### src/rtl/addr2_write_pos.sv
// Tic-tac-toe cell decoder: 4-bit address to one-hot write mask, with optional
// occupancy tracking enabled by ADDR2_WRITE_POS_OCCUPANCY_EN.
module addr2_write_pos (
  input  logic       clk,
  input  logic       reset,
  input  logic [3:0] addr,
  input  logic       write,
  input  logic       clear,
  output logic [8:0] writePos,
  output logic       valid,
  output logic       conflict,
  output logic [8:0] occupied,
  output logic       full
);

  always_comb begin
    valid    = (addr < 4'd9);
    writePos = '0;
    if (valid) begin
      writePos = 9'b1 << addr;
    end
  end

`ifdef ADDR2_WRITE_POS_OCCUPANCY_EN

  logic [8:0] occupied_q;
  logic [8:0] occupied_d;

  // Conflict looks at pre-edge occupancy so a repeat move is flagged before it is dropped.
  always_comb begin
    conflict   = write & valid & (|(writePos & occupied_q));
    full       = &occupied_q;
    occupied_d = occupied_q;
    if (clear) begin
      occupied_d = '0;
    end else if (write && valid && !conflict) begin
      occupied_d = occupied_q | writePos;
    end
  end

  always_ff @(posedge clk) begin
    if (!reset) begin
      occupied_q <= '0;
    end else begin
      occupied_q <= occupied_d;
    end
  end

  assign occupied = occupied_q;

`else

  // Pure decoder build: control inputs are retained as ports but have no effect.
  logic unused_inputs;
  assign unused_inputs = ^{clk, reset, write, clear};

  assign conflict = 1'b0;
  assign occupied = '0;
  assign full     = 1'b0;

`endif

endmodule

### config.mk
export PLATFORM = sky130hd
export DESIGN_NAME = addr2_write_pos
export DESIGN_NICKNAME = d
export VERILOG_FILES = /design/src/rtl/addr2_write_pos.sv
export SDC_FILE = /design/constraint.sdc
export NUM_CORES = 1
export LEC_CHECK = 0
export BUFFER_PORTS_ARGS = -buffer_cell sky130_fd_sc_hd__buf_2
export CAP_MARGIN = 15
export CORE_AREA = 2 2 39 41
export DETAILED_ROUTE_END_ITERATION = 12
export DIE_AREA = 0 0 41 43
export PLACE_DENSITY = 0.59
export REMOVE_ABC_BUFFERS = 1
export SLEW_MARGIN = 10
export SYNTH_ARGS = -nofsm -noshare
export SYNTH_HDL_FRONTEND = slang
export SYNTH_SLANG_ARGS = --single-unit
### constraint.sdc
create_clock -name vclk -period 0.8
set_input_delay 0.04 -clock vclk [all_inputs]
set_output_delay 0.04 -clock vclk [all_outputs]
set_load 0.01 [all_outputs]
==> reports/results.txt <==
synth warn = 0
clock buffer count in the final layout = 0
max incr delay on CP = 270 ps
Core Util, Final = 22.2%
Fmax = 1340 MHz
Mapped Cells = 26
core area = 1380 um^2
Tcrit/Tclk final = 93.0%
commonest non-fill, non-tap cell in the layout = buf_2
CP Buf/Inv Count = 2
hold_sp = addr[3]
Post-Layout Cell Count = 51
final setup fails = 0
initial antenna violation count = 0
layout cells sized above 1 = 65.7%
WL per Instance = 8.55 um
RSZ-0062 raised after global routing = no
row count = 14
setup bufs post-CTS = 0
PwrDens = 425 nW/um^2
Vias/cell = 3.63
Crit path depth = 3
CP Data Arrival Time = 700 ps
grt ovf = 0
drt pass-1 iters = 2
crit path cell chain = buf_2 > and4bb_2 > buf_2
Final Hold Viols = 0
Post-DRT Antenna Nets = 0
Layout fillers = 159
die area = 1760 um^2
Placer Congestion = 0.543
fin area = 307 um^2
Worst path most repeated cell = buf_2
worst hold path endpoint = valid
CP endpoint kind = output port
area of the mapped netlist = 293 um^2
Critical Path Start Type = input pin
P_leak = 0.156 nW
initial core utilization = 21.2%
sequential standard cell area = 0 um^2
diode count = 0
Crit Path Max Fanout = 10
die width = 41 um
Max Cap Viol = 0
min cycle time layout = 744 ps
Distinct cells, synth = 8
Setup Crit Path Kind = in2out
CP delay by family, top = buffers and inverters
Worst Hold Path Cells = 3
FF+latch count = 0
vias in the first global route = 112
Area Overhead vs Synth = 4.70%
Post-DP HPWL = 325 um
DRC = 0
status = finished, final reports clean
post-placement cell area = 304 um^2
Port Buffers = 14
Worst Hold Margin = 483 ps
Syn Area/Cell = 11.3 um^2
post-synthesis sequential area ratio = 0%
commonest non-fill, non-tap cells in the layout = 13 x buf_2, 11 x conb_1, 4 x nor4b_4
Worst Hold Class = in2out
Slew Limit Fails = 0
Nets = 45
WL final = 436 um
# hold bufs at CTS = 0
global-route wire length before repair = 517 um
Placed Cells = 51
WP data required = 760 ps
Peak VDD IR = 0.127 mV
DR iter-0 viols = 1
largest net degree at the start of global routing = 11
setup TNS = 0 ps
chip height = 43 um
vias = 185
Tot GR Track Use = 3.80%
cell at the slowest stage of the critical path = and4bb_2
I/O Pins = 29
[stage by stage]
| stage | total power, mW | setup slack (ps) |
|---|---|---|
| 2_1_floorplan | 0.0633 | 354 |
| 5_1_grt | 0.141 | 7.68 |
| 4_1_cts | 0.129 | 47.1 |
| 6_report | 0.130 | 56.2 |
| 3_5_place_dp | 0.129 | 51.2 |
| 3_3_place_gp | 0.127 | 59.7 |
[synth_stat cells, drive strengths merged]
library cell  number  area share [%]
nor4b              4              32
and4bb             3              13
o31ai              1             2.6
buf               15              40
and4b              1             3.8
nor4               1             7.3
conb               1             1.3
[what timing repair did]
action,4_1_cts,5_1_grt
hold endpoints to repair,0,0
endpoints found under the setup margin,0,1
gates resized for setup,0,1
[power breakdown]
group          switching, mW  internal (mW)  total (mW)
combinational         0.0846         0.0456       0.130
clock                      0              0           0
sequential                 0              0           0
total                 0.0846         0.0456       0.130
[cells by family (layout without fill, tap and decap cells)]
kind of cell | after synthesis | count (layout) | synth area share (%)
buffers and inverters | 15 | 14 | 39.7
AND/OR/NAND/NOR | 9 | 9 | 56.4
other | 1 | 11 | 1.28
AO/OA/AOI/OAI | 1 | 1 | 2.57
[worst max-delay path by stage]
stage,slack (ps),end,start
after floorplan,350,valid,addr[1]
after global placement,60,writePos[3],addr[2]
after detailed placement,50,writePos[3],addr[2]
after CTS,50,writePos[3],addr[2]
after global routing,8,writePos[1],addr[0]
final,60,writePos[6],addr[0]
[cell type report]
type,count,area [um^2],area share [%]
well taps,16,20.0,6.53
multi-input cells,21,214,69.8
repair buffers,14,72.6,23.7
[per-layer routing]
layer	up-vias	GRT usage (%)	wire length (um)
met1	82	5.70	175
met4	0	0	0
met3	0	0	49
met5	-	0	0
met2	12	6.25	211
li1	91	-	-
(Power assumes the default switching activity.)
